--- src/rtl/cpu_core_param.sv ---
// -----------------------------------------------------------------------------
// cpu_core_param
//   Parametrised multi-cycle CPU core. Four DATA_W-wide general registers,
//   ADDR_W-wide PC and SP, and a single req/ack bus shared by program memory,
//   data memory and I/O. Every bus access takes one cycle to raise mem_req
//   and completes on the clock edge where mem_req & mem_ack are both high.
//
//   Optional feature: define CPU_CALL_EN to turn op 0 with rd=1 into CALL a
//   and op 0 with rd=2 into RET. Without it every op 0 encoding is a NOP.
//
// Ports
//   clk        core clock
//   reset      synchronous, active-high reset
//   mem_req    access request, held until acked
//   mem_we     1 = write, 0 = read
//   mem_io     1 = I/O space, 0 = memory
//   mem_addr   access address
//   mem_wdata  write data
//   mem_rdata  read data, valid when mem_ack = 1
//   mem_ack    completes the pending access on this clk edge
//   halted     core stopped by HLT
//   flags      {carry, zero}
// -----------------------------------------------------------------------------
module cpu_core_param #(
  parameter int                DATA_W   = 8,
  parameter int                ADDR_W   = 8,
  parameter logic [ADDR_W-1:0] RESET_PC = {ADDR_W{1'b0}}
) (
  input  logic              clk,
  input  logic              reset,
  output logic              mem_req,
  output logic              mem_we,
  output logic              mem_io,
  output logic [ADDR_W-1:0] mem_addr,
  output logic [DATA_W-1:0] mem_wdata,
  input  logic [DATA_W-1:0] mem_rdata,
  input  logic              mem_ack,
  output logic              halted,
  output logic [1:0]        flags
);

  localparam logic [3:0] OP_NOP  = 4'h0;
  localparam logic [3:0] OP_LDI  = 4'h1;
  localparam logic [3:0] OP_LD   = 4'h2;
  localparam logic [3:0] OP_ST   = 4'h3;
  localparam logic [3:0] OP_MOV  = 4'h4;
  localparam logic [3:0] OP_ADD  = 4'h5;
  localparam logic [3:0] OP_SUB  = 4'h6;
  localparam logic [3:0] OP_AND  = 4'h7;
  localparam logic [3:0] OP_OR   = 4'h8;
  localparam logic [3:0] OP_XOR  = 4'h9;
  localparam logic [3:0] OP_CMP  = 4'hA;
  localparam logic [3:0] OP_JCC  = 4'hB;
  localparam logic [3:0] OP_PUSH = 4'hC;
  localparam logic [3:0] OP_POP  = 4'hD;
  localparam logic [3:0] OP_OUT  = 4'hE;
  localparam logic [3:0] OP_HLT  = 4'hF;

  localparam logic [ADDR_W-1:0] ONE_A = ADDR_W'(1'b1);

  typedef enum logic [3:0] {
    S_FETCH  = 4'd0,
    S_DECODE = 4'd1,
    S_OPND   = 4'd2,
    S_MEM    = 4'd3,
    S_PUSH   = 4'd4,
    S_POP    = 4'd5,
    S_IOW    = 4'd6,
    S_HALT   = 4'd7,
    S_CALLW  = 4'd8,   // CALL: push return address (CPU_CALL_EN only)
    S_RETR   = 4'd9    // RET: pop return address (CPU_CALL_EN only)
  } state_t;

  // ALU result with the carry/borrow in the extra top bit.
  function automatic logic [DATA_W:0] alu_f(input logic [3:0] op,
                                            input logic [DATA_W-1:0] a,
                                            input logic [DATA_W-1:0] b);
    logic [DATA_W:0] r;
    case (op)
      OP_ADD:         r = {1'b0, a} + {1'b0, b};
      // Top bit of the widened difference is the unsigned borrow (a < b).
      OP_SUB, OP_CMP: r = {1'b0, a} - {1'b0, b};
      OP_AND:         r = {1'b0, a & b};
      OP_OR:          r = {1'b0, a | b};
      OP_XOR:         r = {1'b0, a ^ b};
      default:        r = {(DATA_W+1){1'b0}};
    endcase
    return r;
  endfunction

  state_t            state_q, state_d;
  logic [ADDR_W-1:0] pc_q, pc_d;
  logic [ADDR_W-1:0] sp_q, sp_d;
  logic [7:0]        ir_q, ir_d;
  logic [ADDR_W-1:0] t_q, t_d;       // operand address latched in OPND
  logic [DATA_W-1:0] rf_q [4];
  logic [DATA_W-1:0] rf_d [4];
  logic              c_q, c_d, z_q, z_d;
  logic              req_q, req_d, we_q, we_d, io_q, io_d;
  logic [ADDR_W-1:0] addr_q, addr_d;
  logic [DATA_W-1:0] wdata_q, wdata_d;
  logic              halted_q, halted_d;

  logic [3:0]        op_s;
  logic [1:0]        rd_s, rs_s;
  logic [DATA_W:0]   alu_s;
  logic              take_s;
  logic [ADDR_W-1:0] rdata_addr_s;
  logic [ADDR_W-1:0] port_addr_s;

  assign op_s         = ir_q[7:4];
  assign rd_s         = ir_q[3:2];
  assign rs_s         = ir_q[1:0];
  assign alu_s        = alu_f(op_s, rf_q[rd_s], rf_q[rs_s]);
  assign rdata_addr_s = ADDR_W'(mem_rdata);
  assign port_addr_s  = ADDR_W'(rd_s);

  // Branch condition, evaluated on the flags held before the jump.
  always_comb begin
    case (rs_s)
      2'd0:    take_s = 1'b1;
      2'd1:    take_s = z_q;
      2'd2:    take_s = ~z_q;
      2'd3:    take_s = c_q;
      default: take_s = 1'b0;
    endcase
  end

  // Next-state logic: sequencing, bus requests and register write-back.
  always_comb begin
    state_d = state_q;
    pc_d    = pc_q;
    sp_d    = sp_q;
    ir_d    = ir_q;
    t_d     = t_q;
    rf_d    = rf_q;
    c_d     = c_q;
    z_d     = z_q;
    req_d   = req_q;
    we_d    = we_q;
    io_d    = io_q;
    addr_d  = addr_q;
    wdata_d = wdata_q;

    // Each access state first raises the request (address/data frozen in the
    // bus registers), then waits for the ack edge, which also drops mem_req.
    case (state_q)
      S_FETCH: begin
        if (!req_q) begin
          req_d = 1'b1; we_d = 1'b0; io_d = 1'b0; addr_d = pc_q;
        end else if (mem_ack) begin
          req_d   = 1'b0;
          ir_d    = mem_rdata[7:0];
          pc_d    = pc_q + ONE_A;
          state_d = S_DECODE;
        end else begin
          state_d = S_FETCH;
        end
      end

      S_DECODE: begin
        case (op_s)
          OP_NOP: begin
`ifdef CPU_CALL_EN
            if (rd_s == 2'd1)      state_d = S_OPND;
            else if (rd_s == 2'd2) state_d = S_RETR;
            else                   state_d = S_FETCH;
`else
            state_d = S_FETCH;
`endif
          end
          OP_LDI, OP_LD, OP_ST, OP_JCC: state_d = S_OPND;
          OP_MOV: begin
            rf_d[rd_s] = rf_q[rs_s];
            state_d    = S_FETCH;
          end
          OP_ADD, OP_SUB, OP_AND, OP_OR, OP_XOR, OP_CMP: begin
            c_d = alu_s[DATA_W];
            z_d = (alu_s[DATA_W-1:0] == {DATA_W{1'b0}});
            if (op_s != OP_CMP) rf_d[rd_s] = alu_s[DATA_W-1:0];
            else                rf_d[rd_s] = rf_q[rd_s];
            state_d = S_FETCH;
          end
          OP_PUSH: state_d = S_PUSH;
          OP_POP:  state_d = S_POP;
          OP_OUT:  state_d = S_IOW;
          OP_HLT:  state_d = S_HALT;
          default: state_d = S_FETCH;
        endcase
      end

      S_OPND: begin
        if (!req_q) begin
          req_d = 1'b1; we_d = 1'b0; io_d = 1'b0; addr_d = pc_q;
        end else if (mem_ack) begin
          req_d = 1'b0;
          pc_d  = pc_q + ONE_A;
          t_d   = rdata_addr_s;
          case (op_s)
            OP_LDI: begin
              rf_d[rd_s] = mem_rdata;
              state_d    = S_FETCH;
            end
            OP_LD, OP_ST: state_d = S_MEM;
            OP_JCC: begin
              if (take_s) pc_d = rdata_addr_s;
              else        pc_d = pc_q + ONE_A;
              state_d = S_FETCH;
            end
`ifdef CPU_CALL_EN
            default: state_d = S_CALLW;   // only CALL reaches OPND otherwise
`else
            default: state_d = S_FETCH;
`endif
          endcase
        end else begin
          state_d = S_OPND;
        end
      end

      S_MEM: begin
        if (!req_q) begin
          req_d   = 1'b1;
          we_d    = (op_s == OP_ST);
          io_d    = 1'b0;
          addr_d  = t_q;
          wdata_d = rf_q[rs_s];
        end else if (mem_ack) begin
          req_d = 1'b0;
          if (op_s == OP_LD) rf_d[rd_s] = mem_rdata;
          else               rf_d[rd_s] = rf_q[rd_s];
          state_d = S_FETCH;
        end else begin
          state_d = S_MEM;
        end
      end

      S_PUSH: begin
        if (!req_q) begin
          req_d = 1'b1; we_d = 1'b1; io_d = 1'b0; addr_d = sp_q;
          wdata_d = rf_q[rs_s];
        end else if (mem_ack) begin
          req_d   = 1'b0;
          sp_d    = sp_q - ONE_A;
          state_d = S_FETCH;
        end else begin
          state_d = S_PUSH;
        end
      end

      S_POP: begin
        if (!req_q) begin
          req_d = 1'b1; we_d = 1'b0; io_d = 1'b0; addr_d = sp_q + ONE_A;
        end else if (mem_ack) begin
          req_d      = 1'b0;
          rf_d[rd_s] = mem_rdata;
          sp_d       = sp_q + ONE_A;
          state_d    = S_FETCH;
        end else begin
          state_d = S_POP;
        end
      end

      S_IOW: begin
        if (!req_q) begin
          req_d = 1'b1; we_d = 1'b1; io_d = 1'b1; addr_d = port_addr_s;
          wdata_d = rf_q[rs_s];
        end else if (mem_ack) begin
          req_d   = 1'b0;
          state_d = S_FETCH;
        end else begin
          state_d = S_IOW;
        end
      end

      S_HALT: state_d = S_HALT;

`ifdef CPU_CALL_EN
      S_CALLW: begin
        // PC already points past the CALL operand: that is the return address.
        if (!req_q) begin
          req_d = 1'b1; we_d = 1'b1; io_d = 1'b0; addr_d = sp_q;
          wdata_d = DATA_W'(pc_q);
        end else if (mem_ack) begin
          req_d   = 1'b0;
          sp_d    = sp_q - ONE_A;
          pc_d    = t_q;
          state_d = S_FETCH;
        end else begin
          state_d = S_CALLW;
        end
      end

      S_RETR: begin
        if (!req_q) begin
          req_d = 1'b1; we_d = 1'b0; io_d = 1'b0; addr_d = sp_q + ONE_A;
        end else if (mem_ack) begin
          req_d   = 1'b0;
          sp_d    = sp_q + ONE_A;
          pc_d    = rdata_addr_s;
          state_d = S_FETCH;
        end else begin
          state_d = S_RETR;
        end
      end
`endif

      default: state_d = S_FETCH;
    endcase

    halted_d = (state_d == S_HALT);
  end

  // State, register file, flags and bus output registers.
  always_ff @(posedge clk) begin
    if (reset) begin
      state_q  <= S_FETCH;
      pc_q     <= RESET_PC;
      sp_q     <= {ADDR_W{1'b1}};
      ir_q     <= 8'h00;
      t_q      <= {ADDR_W{1'b0}};
      rf_q     <= '{default: {DATA_W{1'b0}}};
      c_q      <= 1'b0;
      z_q      <= 1'b0;
      req_q    <= 1'b0;
      we_q     <= 1'b0;
      io_q     <= 1'b0;
      addr_q   <= {ADDR_W{1'b0}};
      wdata_q  <= {DATA_W{1'b0}};
      halted_q <= 1'b0;
    end else begin
      state_q  <= state_d;
      pc_q     <= pc_d;
      sp_q     <= sp_d;
      ir_q     <= ir_d;
      t_q      <= t_d;
      rf_q     <= rf_d;
      c_q      <= c_d;
      z_q      <= z_d;
      req_q    <= req_d;
      we_q     <= we_d;
      io_q     <= io_d;
      addr_q   <= addr_d;
      wdata_q  <= wdata_d;
      halted_q <= halted_d;
    end
  end

  assign mem_req   = req_q;
  assign mem_we    = we_q;
  assign mem_io    = io_q;
  assign mem_addr  = addr_q;
  assign mem_wdata = wdata_q;
  assign halted    = halted_q;
  assign flags     = {c_q, z_q};

endmodule

--- config.mk ---
export PLATFORM = sky130hd
export DESIGN_NAME = cpu_core_param
export DESIGN_NICKNAME = d
export VERILOG_FILES = /design/src/rtl/cpu_core_param.sv
export SDC_FILE = /design/constraint.sdc
export NUM_CORES = 1
export LEC_CHECK = 0
export ABC_CLOCK_PERIOD_IN_PS = 5100
export CAP_MARGIN = 20
export CORE_MARGIN = 1
export CORE_UTILIZATION = 45
export CTS_BUF_LIST = sky130_fd_sc_hd__clkbuf_8
export CTS_CLUSTER_DIAMETER = 40
export DETAILED_ROUTE_END_ITERATION = 10
export PLACE_DENSITY = 0.65
export SYNTH_ARGS = -nofsm -noshare
export SYNTH_HDL_FRONTEND = slang
export SYNTH_SLANG_ARGS = --single-unit
--- constraint.sdc ---
create_clock -name clk -period 5.1 [get_ports clk]
set_clock_uncertainty 0.05 [all_clocks]
set_input_delay 1.02 -clock clk [delete_from_list [all_inputs] [get_ports clk]]
set_output_delay 1.02 -clock clk [all_outputs]
set_load 0.005 [all_outputs]
* Yosys cells after proc, flatten, opt, wreduce, memory -nomap -nowiden
Cells that the tools add are included.
** Cells by class
- Reduce and logical (&&, ||, !) cells :: 32
- Add/subtract/negate cells :: 5
- Bitwise logic cells :: 7
- Order comparisons :: 3
- Muxes and demuxes :: 65
- Equal/unequal tests :: 47
** Operator list (count)
- 2-to-1 mux 32 bit :: 9
- 2-to-1 mux 8 bit :: 20
- bitwise mux 32 bit :: 4
- case mux 32 bit (4 select lines) :: 1
- case mux 32 bit (2 select lines) :: 1
- case mux 9 bit (5 select lines) :: 1
- case mux 8 bit (5 select lines) :: 1
- == test 4 x 3 -> 1 bit (second input constant) :: 9
- inequality test 2 bit (second input constant) :: 18
- binary-select mux 8 bit (select 2 bit) :: 2
- == test 4 bit (second input constant) :: 8
- case mux 4 bit (8 select lines) :: 1
- case mux 8 bit (2 select lines) :: 2
- 2-to-1 mux 4 bit :: 7
- case mux 4 bit (6 select lines) :: 1
- adder 8 x 1 -> 8 bit (second input constant) :: 2
- demux 8 bit (select 2 bit) :: 1
- == test 4 x 2 -> 1 bit (second input constant) :: 4
- OR reduction 6 bit :: 2
- AND reduction 5 bit :: 2
- adder 8 x 8 -> 9 bit :: 1
- 2-to-1 mux 3 bit :: 3
- AND reduction 3 bit :: 3
- AND reduction 9 bit :: 1
- 36 further kinds :: 55
** Storage, ports and cells
- Flip-flop bits (word level) :: 90

* Longest topological paths before layout
Gate-level depths: netlist of run 1.
- Depth in word-level cells :: 10
- Depth in mapped cells :: 15
- Depth with buffers taken out :: 13

* Worst setup path after synthesis of run 1
OpenSTA, ideal clock, no wires.
- Path type :: register -> register
- Start point :: register ir_q[1]
- End point :: register (tool-made name)
- Period minus slack after synthesis :: 3.616 ns
- Required time :: 4.991 ns
- Path buffers :: 1
- Path slack :: 1.484 ns
- Data arrival time :: 3.507 ns
- Stages on the path, launching flop included :: 13
- Cells stage by stage :: dfxtp_1 > buf_2 > mux4_2 > inv_1 > ha_1 > mux2_2 > fa_1 > nor2b_1 > o311a_1 > or2_2 > o31ai_1 > a221o_1 > o211a_1
** RTL lines
- start: declaration :: RTL line 94 : logic [7:0] ir_q, ir_d;
- start signal: assignment :: RTL line 335 : ir_q <= ir_d;

==> impl_results.md, run 1 <==
* Outcome: finished, final reports clean
* Placed cell count at a little under 1k
* Die height at 125 um
* Pwr/cell area at 190 nW/um2
* Number of distinct library cells after synthesis at 89
* Worst Setup Start Kind: register
* Period minus WS final at 4240 ps
* Syn_nets at 865
* Die ar. at 15,600 um2
* Placed Area at slightly above 7000 um2
* Max Root-Sink Buffers at 2
* R2R setup slack at 860 ps
* Worst-Margin Slew at 1120 ps
* Antenna violations before repair at 0
* Share of layout cells above drive strength 1 at 10.4%
* Non-Filler Instances at 1,007
* Die width at 125 um
* Worst setup path class: register to register
* Total of warnings raised by yosys at 0
* Top Ports at 33
* Clock latency at the later pin of the worst-skew pair at 390 ps
* FF-to-FF Start: ir_q[1]
* HPWL Detailed at 15,600 um
* Via count of the first global-routing pass at 6,171
* Post-route design area at between 7000 and 8000 um2
* Vias at 6,694
* Normalized max-slew margin at 25.1%
* Worst VDD drop at 0.149 mV
* Clk slew on worst S/H paths at around 100 ps
* Largest family of logic cells by synthesized area: compound AO/OA/AOI/OAI gates
* Drt wl/cell at approximately 22 um
* Synthesis-to-finish area growth at 8.99%
* Post-Synth Simple-Gate Area at 21.4%
* Wire length of the first global-routing pass at about 34,000 um
* Post-synthesis cell count at around 830
* Worst setup EP type: register
* Initial Util at a little under half
* Fin crit share at between 80% and 90%
* CP startpoint: ir_q[1]
* FILL cells at 1,387
* # diodes at 0
* Post-CTS resize count at 0
* Mapped cell area at between 6000 and 7000 um2
* Vias/cell at 6.65
* RSZ-0062 raised after global routing: false
* CTS tree: built
* Htree depth at 3
* Static leakage at 2.59 nW
* Initial DRC count at between 900 and 1k
* Total of max-cap violations at 0
* Core ar. at about 15,000 um2
* Main flop type after synthesis: dfxtp_1
* Fmax at 0.236 GHz
* Setup WS post-layout at ~860 ps
* Final Slew Violations at 0
* Gr usage total at 27.8%
* Hold-fix buffers at CTS at 0
* Grt total ovfl at 0
* CP max FO at 11
* Root Buffer: clkbuf_8
* Synth async-reset ratio at 0%
* Post-Synth XOR/XNOR Area at 2.97%
* R2R cell count at 11
* Routability-driven placement congestion ratio at 0.920
* CTS buffer count at 9
* Post-synthesis mux area share at a little over a tenth
* TritonRoute pass-1 iters at 8
* Post-synth EDFFs at 0
* Syn Area/Cell at 8.23 um2
* FF+latch count, synth at 90
* Compound-Gate Fraction of Synth Area at between 20% and 30%
* Setup TNS at 0 ps
* Worst slack, placed at approximately 950 ps
* ANT nets after route at 0
* Total Wirelength at 21,800 um
* Pin count of the biggest net entering global routing at 44
* Arrival @ worst endpoint at about 4500 ps
* Synth Area in Adders at 5.60%
* Final-report hold violation count at 0
* Worst path required time at around 5300 ps
* Row cnt at 44
* Hold crit path type: register to register
* Final Net Count at 858
* Seq/Total Area, Yosys at 26.5%
* Setup bufs post-CTS at 0
* Power, Total at between 1 and 1.5 mW
* # DRC at 0
* CTS Sinks at 90
* Final Setup Violations at 0
* PortBufs at 32
metrics by stage:
stage | hold WS [ps] | util [%]
detailed placement | 406 | 49.0
CTS | 419 | 50.5
floorplan | 375 | -
finish | 413 | 50.5
global placement | 396 | 49.0
global route | 441 | 50.5
cells in the final DEF, fill, tap and decap left out, types with 7 or more instances in the layout:
master	n
nand2_1	68
a21oi_1	40
mux2i_1	29
a31oi_1	19
nand2b_1	19
dfxtp_1	90
nand3_1	21
inv_1	27
o21ai_0	50
and3_1	8
a222oi_1	9
o32ai_1	7
clkbuf_8	9
a22oi_1	10
nor2_1	82
nor3_1	19
o211ai_1	10
xnor2_1	17
mux4_2	16
a32o_1	11
a22o_1	8
buf_4	18
a32oi_1	10
nor2b_1	12
clkdlybuf4s50_1	31
ha_1	28
o22ai_1	7
kinds of logic after synthesis:
logic type               Yosys count
AND/OR/NAND/NOR                  283
AO/OA/AOI/OAI                    251
buffers and inverters             96
flip-flops                        90
multiplexers                      51
adder cells (fa/ha/maj)           30
XOR/XNOR                          23
other                              1
worst min-delay path by stage:
stage | cells past startpoint | start | to
6_report | 2 | register | register
2_1_floorplan | 2 | register | register
5_1_grt | 2 | register | register
3_3_place_gp | 2 | register | register
3_5_place_dp | 2 | register | register
4_1_cts | 2 | register | register
cell type report:
cell class              instances  area (um2)  area share [%]
repair buffers                 50         450            6.09
clock buffers                   9         124            1.67
flip-flops and latches         90        1800            24.3
inverters                      28         105            1.42
clock inverters                 7         100            1.35
well taps                     184         230            3.11
multi-input cells             639        4590            62.0
Yosys cell counts, drive strengths merged, types with 4 or more instances:
| cell type | instances | area, um2 |
|---|---|---|
| dfxtp | 90 | 1800 |
| nor2 | 83 | 314 |
| nand2 | 68 | 255 |
| o21ai | 56 | 284 |
| a21oi | 42 | 218 |
| clkbuf | 42 | 159 |
| mux2i | 29 | 290 |
| ha | 28 | 350 |
| inv | 27 | 101 |
| buf | 26 | 156 |
| nor3 | 23 | 135 |
| nand3 | 21 | 105 |
| a31oi | 19 | 119 |
| nand2b | 19 | 119 |
| xnor2 | 17 | 149 |
| mux4 | 16 | 360 |
| a32o | 12 | 121 |
| nor2b | 12 | 75.1 |
| a32oi | 11 | 115 |
| o211ai | 11 | 87.6 |
| a22oi | 10 | 75.1 |
| a222oi | 9 | 90.1 |
| a22o | 8 | 70.1 |
| and3 | 8 | 50.1 |
| and2 | 7 | 46.3 |
| o22ai | 7 | 43.8 |
| o32ai | 7 | 61.3 |
| mux2 | 6 | 67.6 |
| o31ai | 6 | 45.0 |
| or2 | 6 | 37.5 |
| xor2 | 6 | 52.6 |
| a211oi | 5 | 37.5 |
| a221o | 5 | 50.1 |
| a221oi | 5 | 43.8 |
| nor4 | 5 | 37.5 |
| o2111ai | 5 | 43.8 |
| nor4bb | 4 | 40.0 |
| o2bb2ai | 4 | 35.0 |
| or3 | 4 | 25.0 |
routing by layer:
layer  part of all wire, %  vias up  track usage (%)  wire length [um]
met3                   9.4       59             5.03              2040
met4                   3.1        0             11.6               666
li1                      -     3086                -                 -
met5                     0        -                0                 0
met2                    43      355             41.6              9490
met1                    44     3194             39.3              9620
power breakdown:
| part | switching (mW) | total, mW | internal (mW) | leakage, nW |
|---|---|---|---|---|
| clock network | 0.293 | 0.573 | 0.280 | 0.108 |
| logic | 0.0668 | 0.108 | 0.0415 | 1.75 |
| registers | 0.0113 | 0.722 | 0.711 | 0.728 |
worst max-delay path, cell delays in order, from the launching register on:
cell and delay, ps:
dfxtp_1 780, mux4_2 700, inv_1 160, ha_1 250
mux2_2 300, fa_1 420, nand2b_1 180, a21oi_1 220
o21a_1 180, o211ai_1 270, a2111oi_0 450, o32ai_1 140
Power figures use the tool's default switching activity.
==> run 2: changes to the inputs <==
ABC_CLOCK_PERIOD_IN_PS = 4300   (was 5100)
clock period = 4.3 ns   (was 5.1 ns; I/O delays follow)
==> run 2 against run 1 <==
  * Worst setup slack worse by 480 ps
  * Design area is 0.66% higher
  * Combinational power is 26% higher
  * Critical path type unchanged
  * Routed wire length is 4.3% higher
  * First-iteration DRC count is 3.5% higher
==> impl_results.md, run 2 (same netlist as run 1, synthesis figures left out) <==
* Worst Setup Start Kind: register
* Worst setup EP type: register
* Clock latency at the later pin of the worst-skew pair at 410 ps (+20 ps)
* Most frequent cells in the layout: 89 x dfxtp_1, 82 x nor2_1, 68 x nand2_1
* HPWL Detailed at 16,400 um (+5.2%)
* Normalized max-slew margin at 27.1% (+2.0 points)
* Grt total ovfl at 0 (unchanged)
* Final Setup Violations at 0 (unchanged)
* CTS tree: built
* Hold-fix buffers at CTS at 0 (unchanged)
* PortBufs at 32 (unchanged)
* Period minus WS final at 3920 ps (-318 ps)
* R2R setup slack at 380 ps (-480 ps)
* Placed cell count at 1,001 (+1.0%)
* Total Wirelength at 22,800 um (+4.3%)
* Routability-driven placement congestion ratio at 0.967 (+5.2%)
* FILL cells at 1,423 (+2.6%)
* TritonRoute pass-1 iters at 9 (+1)
* Via count of the first global-routing pass at 6,280 (+1.8%)
* Synthesis-to-finish area growth at 9.71%
* Met3 Wirelength at 2250 um (+9.8%)
* Vias at 6,842 (+2.2%)
* Worst path required time at 4520 ps (-790 ps)
* Hold crit path type: register to register
* CTS buffer count at 9 (unchanged)
* ANT nets after route at 0 (unchanged)
* CTS Sinks at 90 (unchanged)
* Most common cell after layout, fill and taps aside: dfxtp_1
* # diodes at 0 (unchanged)
* Setup WS post-layout at 379 ps (-482 ps)
* Met2 WL at 9770 um (+3.0%)
* Core ar. at 14,600 um2 (unchanged)
* RSZ-0062 raised after global routing: false
* Arrival @ worst endpoint at 4140 ps (-310 ps)
* Static leakage at 2.63 nW (+1.6%)
* Clk slew on worst S/H paths at 120 ps (+20 ps)
* Pwr/cell area at 215 nW/um2 (+13%)
* Initial Util at 46.4% (unchanged)
* Share of layout cells above drive strength 1 at 11.6% (+1.2 points)
* Max Used Layer: met4
* Die width at 125 um (unchanged)
* Final-report hold violation count at 0 (unchanged)
* Drt wl/cell at 22.4 um (+3.3%)
* Setup TNS at 0 ps (unchanged)
* Worst slack, placed at 336 ps (-615 ps)
* Worst setup path class: register to register
* Die ar. at 15,600 um2 (unchanged)
* Antenna violations before repair at 0 (unchanged)
* Die height at 125 um (unchanged)
* Pin count of the biggest net entering global routing at 42 (-4.5%)
* Reg area at 1800 um2 (about the same)
* Non-Filler Instances at 1,017 (+0.99%)
* # DRC at 0 (unchanged)
* Multi-input gate area at 4590 um2 (unchanged)
* Final Net Count at 868 (+1.2%)
* CP max FO at 8 (-3)
* Worst VDD drop at 0.132 mV (-12%)
* Row cnt at 44 (unchanged)
* Final Slew Violations at 0 (unchanged)
* Fmax at 0.255 GHz (+8.1%)
* Top Ports at 33 (unchanged)
* Max Root-Sink Buffers at 2 (unchanged)
* Outcome: finished, final reports clean
* Gr usage total at 29.2% (+1.3 points)
* Wire length of the first global-routing pass at 35,300 um (+3.4%)
* Total of max-cap violations at 0 (unchanged)
* Root Buffer: clkbuf_8
* Vias/cell at 6.73 (+1.2%)
* M1 WL at 9840 um (+2.3%)
* Htree depth at 3 (unchanged)
* Initial DRC count at 1,018 (+3.5%)
* Worst-Margin Slew at 1090 ps (-29.8 ps)
* Fin crit share at 91.2% (+8.1 points)
run 2: changes by cell type in the layout (fill, tap and decap cells not counted), sizes merged:
cell	previous run	this run
buf	19	29
clkinvlp	2	1
inv	29	31
bufinv	2	0
clkinv	2	3
run 2: routing by layer:
layer / track usage [%] / vias up
met2: 43.6 / 383
met1: 39.7 / 3275
met3: 5.97 / 81
li1: - / 3103
met5: 0 / -
met4: 14.8 / 0
run 2: worst max-delay path, stage by stage (launching register included):
cell       delay (ps)
dfxtp_1           650
mux4_2            480
inv_1             160
ha_1              240
mux2_2            280
fa_1              450
nand2b_1          180
a21oi_1           210
o21a_1            170
o211ai_1          260
a2111oi_0         500
o32ai_1           150
run 2: area by class of cell:
| cell class | count | area share [%] |
|---|---|---|
| Clock buffer | 9 | 1.66 |
| Multi-Input combinational cell | 639 | 61.6 |
| Timing Repair Buffer | 60 | 7.05 |
| Inverter | 28 | 1.41 |
| Tap cell | 184 | 3.09 |
| Clock inverter | 7 | 0.974 |
| Sequential cell | 90 | 24.2 |
run 2: final timing paths:
| kind | start | to | depth (start not counted) |
|---|---|---|---|
| worst max-delay path | ir_q[0] | register | 11 |
| worst min-delay path | mem_addr[0] | mem_addr[0] | 2 |
| worst max register to register | ir_q[0] | register | 11 |
| worst min register to register | mem_addr[0] | mem_addr[0] | 2 |
run 2: power by group:
part           leakage, nW  switching (mW)  total [mW]  internal (mW)
Sequential           0.728         0.00974       0.853          0.843
Combinational         1.81          0.0850       0.136         0.0509
Clock               0.0970           0.384       0.613          0.228
run 2: through the flow:
| step | power, mW | instance area, um2 | util [%] | hold WS (ps) |
|---|---|---|---|---|
| floorplan | 0.947 | 6790 | - | 375 |
| global placement | 1.00 | 7250 | 49.5 | 407 |
| detailed placement | 1.00 | 7250 | 49.5 | 418 |
| CTS | 1.61 | 7450 | 50.9 | 437 |
| global route | 1.65 | 7450 | 50.9 | 477 |
| finish | 1.60 | 7450 | 50.9 | 433 |
run 2: what timing repair did:
action | in CTS | in global routing
buffers inserted | 0 | 0
resized for setup | 0 | 1
endpoints found under the setup margin | 0 | 1
